[config.mk]
export PLATFORM = sky130hd
export DESIGN_NAME = imem_loader_flat
export DESIGN_NICKNAME = d
export VERILOG_FILES = /design/src/rtl/imem_loader_if.sv /design/src/rtl/imem_loader.sv /design/src/flat_wrapper.sv
export SDC_FILE = /design/constraint.sdc
export NUM_CORES = 2
export LEC_CHECK = 0
export ABC_AREA = 0
export CAP_MARGIN = 20
export CORE_MARGIN = 2
export CORE_UTILIZATION = 45
export DETAILED_ROUTE_END_ITERATION = 8
export PLACE_DENSITY = 0.71
export SETUP_SLACK_MARGIN = 0.5
export SLEW_MARGIN = 5
export SYNTH_ARGS = -nofsm -noshare
export SYNTH_HDL_FRONTEND = slang
export SYNTH_SLANG_ARGS = --single-unit
export TNS_END_PERCENT = 1
[constraint.sdc]
create_clock -name clock -period 5.96 [get_ports clock]
set_input_delay 1.192 -clock clock [delete_from_list [all_inputs] [get_ports clock]]
set_output_delay 1.192 -clock clock [all_outputs]
set_load 0.01 [all_outputs]
[src/rtl/imem_loader_if.sv]
// Byte-serial program stream into the instruction memory loader.
// The host drives valid/byte/last; the loader answers with ready.
interface imem_loader_if;
    logic       ld_valid;
    logic [7:0] ld_byte;
    logic       ld_last;
    logic       ld_ready;

    modport master (output ld_valid, output ld_byte, output ld_last, input ld_ready);
    modport slave  (input ld_valid, input ld_byte, input ld_last, output ld_ready);
endinterface

[src/rtl/imem_loader.sv]
// 256x16 instruction memory with a clear-then-load FSM that keeps the CPU disabled
// until a complete, error-free program is resident.
module imem_loader #(
    parameter int AW = 8,
    parameter int DW = 16
) (
    input  logic          clock,
    input  logic          reset,
    input  logic [AW-1:0] i_addr,
    output logic [DW-1:0] i_datain,
    input  logic          ld_start,
    imem_loader_if.slave  ld,
    output logic          cpu_enable,
    output logic          ld_busy,
    output logic [AW:0]   ld_count,
    output logic          ld_err
);

    typedef enum logic [2:0] {IDLE, CLEAR, RECV_HI, RECV_LO, DONE} state_t;

    localparam logic [AW:0] W_FULL = {1'b1, {AW{1'b0}}};

    state_t        r_state;
    logic [AW-1:0] r_clr_addr;
    logic [7:0]    r_hi;
    logic          r_ready;
    logic          r_busy;
    logic          r_cpu_en;
    logic          r_err;
    logic [AW:0]   r_count;
    logic [DW-1:0] r_mem [0:(2**AW)-1];

    logic          w_hs;
    logic          w_ovf;
    logic          w_we;
    logic [AW-1:0] w_waddr;
    logic [DW-1:0] w_wdata;

    assign w_hs  = ld.ld_valid & r_ready;
    assign w_ovf = (r_count == W_FULL);

    // One write port shared by the clear sweep and the word assembler.
    always_comb begin
        w_we    = 1'b0;
        w_waddr = r_clr_addr;
        w_wdata = '0;
        if (r_state == CLEAR) begin
            w_we = 1'b1;
        end else if (r_state == RECV_LO && w_hs && !w_ovf) begin
            w_we    = 1'b1;
            w_waddr = r_count[AW-1:0];
            w_wdata = {r_hi, ld.ld_byte};
        end
    end

    always_ff @(posedge clock) begin
        if (w_we)
            r_mem[w_waddr] <= w_wdata;
    end

    // Bubble words while loading so the CPU never fetches a half-written program.
    assign i_datain = r_busy ? '0 : r_mem[i_addr];

    always_ff @(posedge clock or negedge reset) begin
        if (!reset) begin
            r_state    <= IDLE;
            r_clr_addr <= '0;
            r_hi       <= '0;
            r_ready    <= 1'b0;
            r_busy     <= 1'b0;
            r_cpu_en   <= 1'b0;
            r_err      <= 1'b0;
            r_count    <= '0;
        end else begin
            case (r_state)
                IDLE, DONE: begin
                    if (ld_start) begin
                        r_state    <= CLEAR;
                        r_cpu_en   <= 1'b0;
                        r_count    <= '0;
                        r_err      <= 1'b0;
                        r_clr_addr <= '0;
                        r_busy     <= 1'b1;
                    end
                end
                CLEAR: begin
                    r_clr_addr <= r_clr_addr + 1'b1;
                    if (r_clr_addr == '1) begin
                        r_state <= RECV_HI;
                        r_ready <= 1'b1;
                    end
                end
                RECV_HI: begin
                    if (w_hs) begin
                        if (ld.ld_last) begin
                            r_err   <= 1'b1;
                            r_state <= DONE;
                            r_ready <= 1'b0;
                            r_busy  <= 1'b0;
                        end else begin
                            r_hi    <= ld.ld_byte;
                            r_state <= RECV_LO;
                        end
                    end
                end
                RECV_LO: begin
                    if (w_hs) begin
                        if (w_ovf)
                            r_err <= 1'b1;
                        else
                            r_count <= r_count + 1'b1;
                        if (ld.ld_last) begin
                            r_state  <= DONE;
                            r_ready  <= 1'b0;
                            r_busy   <= 1'b0;
                            r_cpu_en <= !(r_err || w_ovf);
                        end else begin
                            r_state <= RECV_HI;
                        end
                    end
                end
                default: r_state <= IDLE;
            endcase
        end
    end

    assign ld.ld_ready = r_ready;
    assign ld_busy     = r_busy;
    assign cpu_enable  = r_cpu_en;
    assign ld_count    = r_count;
    assign ld_err      = r_err;

endmodule

[src/flat_wrapper.sv]
// flat-port wrapper written by rule: the top's interface ports become plain ports
module imem_loader_flat 
#(
    parameter int AW = 8,
    parameter int DW = 16
)
  (clock, reset, i_addr, i_datain, ld_start, cpu_enable, ld_busy, ld_count, ld_err, ld_ld_valid, ld_ld_byte, ld_ld_last, ld_ld_ready);
  imem_loader_if ld_i ();
  input  logic clock;
  input  logic reset;
  input  logic [AW-1:0] i_addr;
  output logic [DW-1:0] i_datain;
  input  logic ld_start;
  output logic cpu_enable;
  output logic ld_busy;
  output logic [AW:0] ld_count;
  output logic ld_err;
  input wire logic [$bits(ld_i.ld_valid)-1:0] ld_ld_valid;
  input wire logic [$bits(ld_i.ld_byte)-1:0] ld_ld_byte;
  input wire logic [$bits(ld_i.ld_last)-1:0] ld_ld_last;
  output wire logic [$bits(ld_i.ld_ready)-1:0] ld_ld_ready;
  assign ld_i.ld_valid = ld_ld_valid;
  assign ld_i.ld_byte = ld_ld_byte;
  assign ld_i.ld_last = ld_ld_last;
  assign ld_ld_ready = ld_i.ld_ready;
  imem_loader #(.AW(AW), .DW(DW)) u_core (.clock(clock), .reset(reset), .i_addr(i_addr), .i_datain(i_datain), .ld_start(ld_start), .ld(ld_i), .cpu_enable(cpu_enable), .ld_busy(ld_busy), .ld_count(ld_count), .ld_err(ld_err));
endmodule
# Yosys cells after proc, flatten, opt, wreduce, memory -nomap -nowiden
# Memory sizes are Yosys's and may differ from the RTL's.
# Cells that the tools add are included.
# classes
eq_ne	16
multipliers	0
n_reduce_logical	21
n_div	0
bitwise_logic	2
shift	0
mux	37
add_sub_neg	2
order_cmp	0
# ops
op	count
two-way mux 16 bit	3
two-way mux 9 bit	3
two-way mux 8 bit	3
AND reduction 4 bit	5
two-way mux 3 bit	6
one-hot mux 9 bit (2 select lines)	1
one-hot mux 8 bit (2 select lines)	1
two-way mux 1 bit	15
one-hot mux 3 bit (4 select lines)	1
inequality test 2 x 1 -> 1 bit (second input constant)	5
inequality test 2 bit (second input constant)	5
adder 9 x 1 -> 9 bit (second input constant)	1
== test 9 bit (second input constant)	1
adder 8 x 1 -> 8 bit (second input constant)	1
== test 8 bit (second input constant)	1
nonzero test 2 bit	4
== test 3 x 2 -> 1 bit (second input constant)	2
one-hot mux 1 bit (2 select lines)	3
AND reduction 6 bit	1
OR reduction 2 bit	2
== test 3 x 1 -> 1 bit (second input constant)	1
== test 3 bit (second input constant)	1
zero test 3 bit	1
one-hot mux 1 bit (3 select lines)	1
other kinds (8)	10
# totals
wordCells	87
register_bits	32
inputBits	21
mem_bits_ro	0
latch_bits	0
memories	1
output_inout_bits	29
mem_bits_rw	4096
# memory_table
memory	words	word_bits	rd	rd_ports_with_merged_regs	wr	line	source
u_core.r_mem	256	16	1	0	1	imem_loader.sv:31	logic [DW-1:0] r_mem [0:(2**AW)-1];

# Longest topological paths before layout
# depth
ltp_word	7
ltp_mapped	13
mapped_depth_nobuf	9

# Worst setup path after synthesis
# OpenSTA, ideal clock, no wires.
# synth_timing
path_kind	input-to-reg
start	input port ld_ld_valid
end	memory u_core.r_mem[0][15], data pin
stages	5
t_arrival_ps	5424
path_slack_ps	-333
setup_time_ps	870
path_buffers	2
path_cell_list	nand4b_1 > a311oi_1 > buf_2 > clkbuf_1 > and2_1
# synth_via
elab_chain_len	5
# synth_rtl
item	line	source
start, declared	flat_wrapper.sv:18	input wire logic [$bits(ld_i.ld_valid)-1:0] ld_ld_valid;
AND 1 bit	imem_loader.sv:39	assign w_hs = ld.ld_valid & r_ready;
logical AND 1 bit (2 in series)	imem_loader.sv:49	end else if (r_state == RECV_LO && w_hs && !w_ovf) begin
two-way mux 16 bit	imem_loader.sv:49	
two-way mux 16 bit	imem_loader.sv:47	if (r_state == CLEAR) begin
net u_core.w_wdata[15]	imem_loader.sv:37	logic [DW-1:0] w_wdata;
end, declared	imem_loader.sv:31	
# The timed path passes the listed nets, and every way through them passes these cells.

# Final worst setup path
# layout_timing
start	input port i_addr[5]
end	output port i_datain[12]
# layout_via
elab_chain_len	2
# layout_rtl
item	line	source
start, declared	flat_wrapper.sv:11	input logic [AW-1:0] i_addr;
memory read (256 x 16 bit)	-	
two-way mux 16 bit	imem_loader.sv:62	assign i_datain = r_busy ? '0 : r_mem[i_addr];
end, declared	flat_wrapper.sv:12	output logic [DW-1:0] i_datain;
# Every way passes these cells.

==> results.yml <==
status:
  outcome: "finished clean"
drt:
  wl_per_cell_um: 34.3
  wl_um: 461000
  ant_nets: 0
  drtPass1Iterations: 7
  drc: 0
  routed_via_density: 6.38
  vias: 85900
  drtIter0Drc: 14200
sta:
  slew_violations: 0
  tightestPinTransition_ps: 1230
  rsz0062_at_grt: "true"
  hold_violations: 0
  slew_headroom_pct: 17.9
  finalSetupViolCount: 0
  period_share_pct: 94.9
  clock_skew_ps: 68.3
  min_period_ps: 5660
  fmax_ghz: 0.177
worst_setup_path:
  crit_top_cell: "buf_4"
  cp_slowest_cell: "or3b_2"
  critPathCaptureType: "primary output"
  cpPeakStageDelay_ps: 690
  crit_chain: "buf_2 > buf_4 > or3b_2 > buf_4 > buf_4 > nor3_1 > o41ai_1 > buf_4 > o211ai_1 > o22ai_1 > buf_4 > buf_4"
  cp.required_ps: 4770
  start_kind: "input port"
  cp_max_fo: 13
  critical_path_arrival_ps: 4460
  critical_path_class: "input port to primary output"
yosys:
  synth.cell_area_um2: 160000
  synth_seq_area_share_pct: 77.1
  yosys_warnings: 0
  synthArstFlopShare_pct: 0.775
  synth_edf_count: 4096
  synth_top_cell_area_share_pct: 76.6
  ys_types: 77
  yosysTopAreaCell: "edfxtp_1"
  synth_nets: 7572
  yosys-top-cells-area: "edfxtp_1 77%, mux4_2 12%, mux2i_1 3.0%"
  ys.flop_type: "edfxtp_1"
  synth_most_common_cell: "edfxtp_1"
  synthCells: 7548
  ys_ff_latch: 4128
  synth_area_per_cell_um2: 21.3
  synth_commonest_cells: "4096 x edfxtp_1, 840 x mux4_2, 488 x mux2i_1, 365 x nor2_1, 175 x nand2_1"
cts:
  cts_tree: "yes"
  cts_hold_buf: 0
  clockBufferDepth: 4
  clk_latency_ps: 1000
  cts_root_buf: "clkbuf_16"
  numCtsBuffers: 397
  cts_sinks: 4128
  htree_levels: 5
  clkTransAtPathRegs_ps: 60
flow_run:
  maxCapViolCount: 0
place:
  placedCellCount: 12700
  detailed_place_hpwl_um: 280000
  io_buffers: 49
  place_congestion: 0.963
finish:
  multi_input_area_um2: 34300
  fin_util_pct: 52.3
  syn_to_final_growth_pct: 15.9
  fill_cells: 26600
  finalNonFillerCells: 13500
  seqCellArea_um2: 124000
  drive_above_1_share_pct: 28.2
  nets: 8387
grt:
  grt_max_degree: 169
  grtUsageMet3_pct: 6.08
  met2_usage_pct: 38.5
  grt_pass1_vias: 83500
  grt_overflow: 0
  use_met1_pct: 33.2
  grt_pass1_wl_um: 641000
  gr-max-usage-layer: "met2"
  track_usage_pct: 24.8
  grt_antenna_before_repair: 23
power_and_ir_drop:
  p_leak_nw: 58.1
  p_per_area_nw_per_um2: 333
  ir_drop_mv: 0.248
floorplan:
  die_w_um: 601
  initial_core_util_pct: 45.2
  die_h_um: 601
  rows: 219
  die_area_um2: 361000
  io_pins: 50
  coreArea_um2: 355000
hold_path:
  hold_path.class: "flip-flop to flip-flop"
-- per-stage QoR --
| stage | setup WS, ps | hold WS, ps | area [um2] | power [mW] | setup TNS, ps |
|---|---|---|---|---|---|
| 4_1_cts | 364 | 488 | 185000 | 62.0 | 0 |
| 2_1_floorplan | -332 | 470 | 160000 | 35.0 | -1233780 |
| 6_report | 304 | 484 | 186000 | 62.0 | 0 |
| 3_5_place_dp | -408 | 470 | 171000 | 36.9 | -1330 |
| 3_3_place_gp | -328 | 479 | 171000 | 36.8 | -1090 |
| 5_1_grt | 353 | 506 | 186000 | 63.3 | 0 |
-- cell type report --
| class | instances | share of cell area [%] |
|---|---|---|
| tap | 4751 | 3.20 |
| clock buffer | 484 | 5.57 |
| inverter | 9 | 0.0249 |
| clock inverter | 243 | 1.47 |
| timing repair buffer | 857 | 4.73 |
| sequential | 4128 | 66.6 |
| antenna | 11 | 0.0148 |
| multi-input combinational | 2970 | 18.4 |
-- registers in the layout (all words and copies together) (netlist names) --
signal              count
u_core.ld.ld_ready      1
u_core.r_mem         4096
u_core.r_state          3
u_core.ld_busy          1
u_core.r_hi             8
u_core.ld_err           1
u_core.r_clr_addr       8
u_core.cpu_enable       1
u_core.ld_count         9
-- cells in the final DEF (no fill, tap or decap), types with 22 or more instances in the layout --
cell type | synthesis | routed
a31oi_1 | 35 | 32
clkinv_1 | 0 | 91
clkbuf_1 | 151 | 82
mux4_2 | 840 | 840
buf_12 | 21 | 110
clkinv_2 | 0 | 67
nor2_2 | 0 | 121
nand3_1 | 64 | 62
clkdlybuf4s50_1 | 0 | 30
a22oi_1 | 66 | 65
buf_4 | 22 | 647
o221ai_1 | 162 | 155
clkbuf_16 | 0 | 410
o22ai_1 | 144 | 140
bufinv_16 | 0 | 48
nand2b_1 | 30 | 28
a21oi_1 | 111 | 108
nor3_1 | 73 | 64
mux2i_1 | 488 | 488
dfrtp_1 | 32 | 32
nor2_1 | 365 | 241
nand2_1 | 175 | 174
nand4_1 | 22 | 22
buf_16 | 0 | 22
o21ai_0 | 113 | 105
edfxtp_1 | 4096 | 4096
-- per-layer routing --
metal	part of all wire, %	routed length, um
met1	35	162000
met5	0.022	103
met2	46	214000
met3	13	58700
met4	5.7	26100
-- report_power, final --
part | total, mW | switching (mW) | internal [mW]
clock | 25.5 | 10.9 | 14.5
combinational | 4.33 | 2.83 | 1.50
sequential | 32.2 | 0.103 | 32.1
-- worst max-delay path, delay by kind of cell --
kind                   cells  cell delay [ps]
AND/OR/NAND/NOR            2             1150
AO/OA/AOI/OAI              3              520
buffers and inverters      7             1580
-- repair_timing --
item	CTS	global route
gates cloned	9	8
resized for setup	77	52
pin swaps	9	13
setup endpoints to repair	16	16
setup buffers	11	20
endpoints found under the hold margin	0	0
-- final timing paths --
check	slack, ps	cells after the start	end	startpoint
max	300	12	i_datain[12]	i_addr[5]
min	480	2	u_core.cpu_enable$_DFFE_PN0P_	u_core.cpu_enable$_DFFE_PN0P_
max reg2reg	1080	9	u_core.r_mem[142][7]$_DFFE_PP_	u_core.ld_count[0]$_DFFE_PN0P_
min reg2reg	480	2	u_core.cpu_enable$_DFFE_PN0P_	u_core.cpu_enable$_DFFE_PN0P_
max in group asynchronous	5010	2	u_core.r_clr_addr[7]$_DFFE_PN0P_	reset
min in group asynchronous	640	2	u_core.ld_count[3]$_DFFE_PN0P_	reset
-- kinds of logic after synthesis --
group	after synthesis	share of synthesized area, %
AOI/OAI and AO/OA	767	3.29
adders and majority gates	3	0.0234
DFF	4128	77.1
muxes	1356	15.2
and+or+nand+nor	837	2.35
buffers and inverters	450	2.00
xor gates and xnor gates	7	0.0382
(Power assumes the default switching activity.)
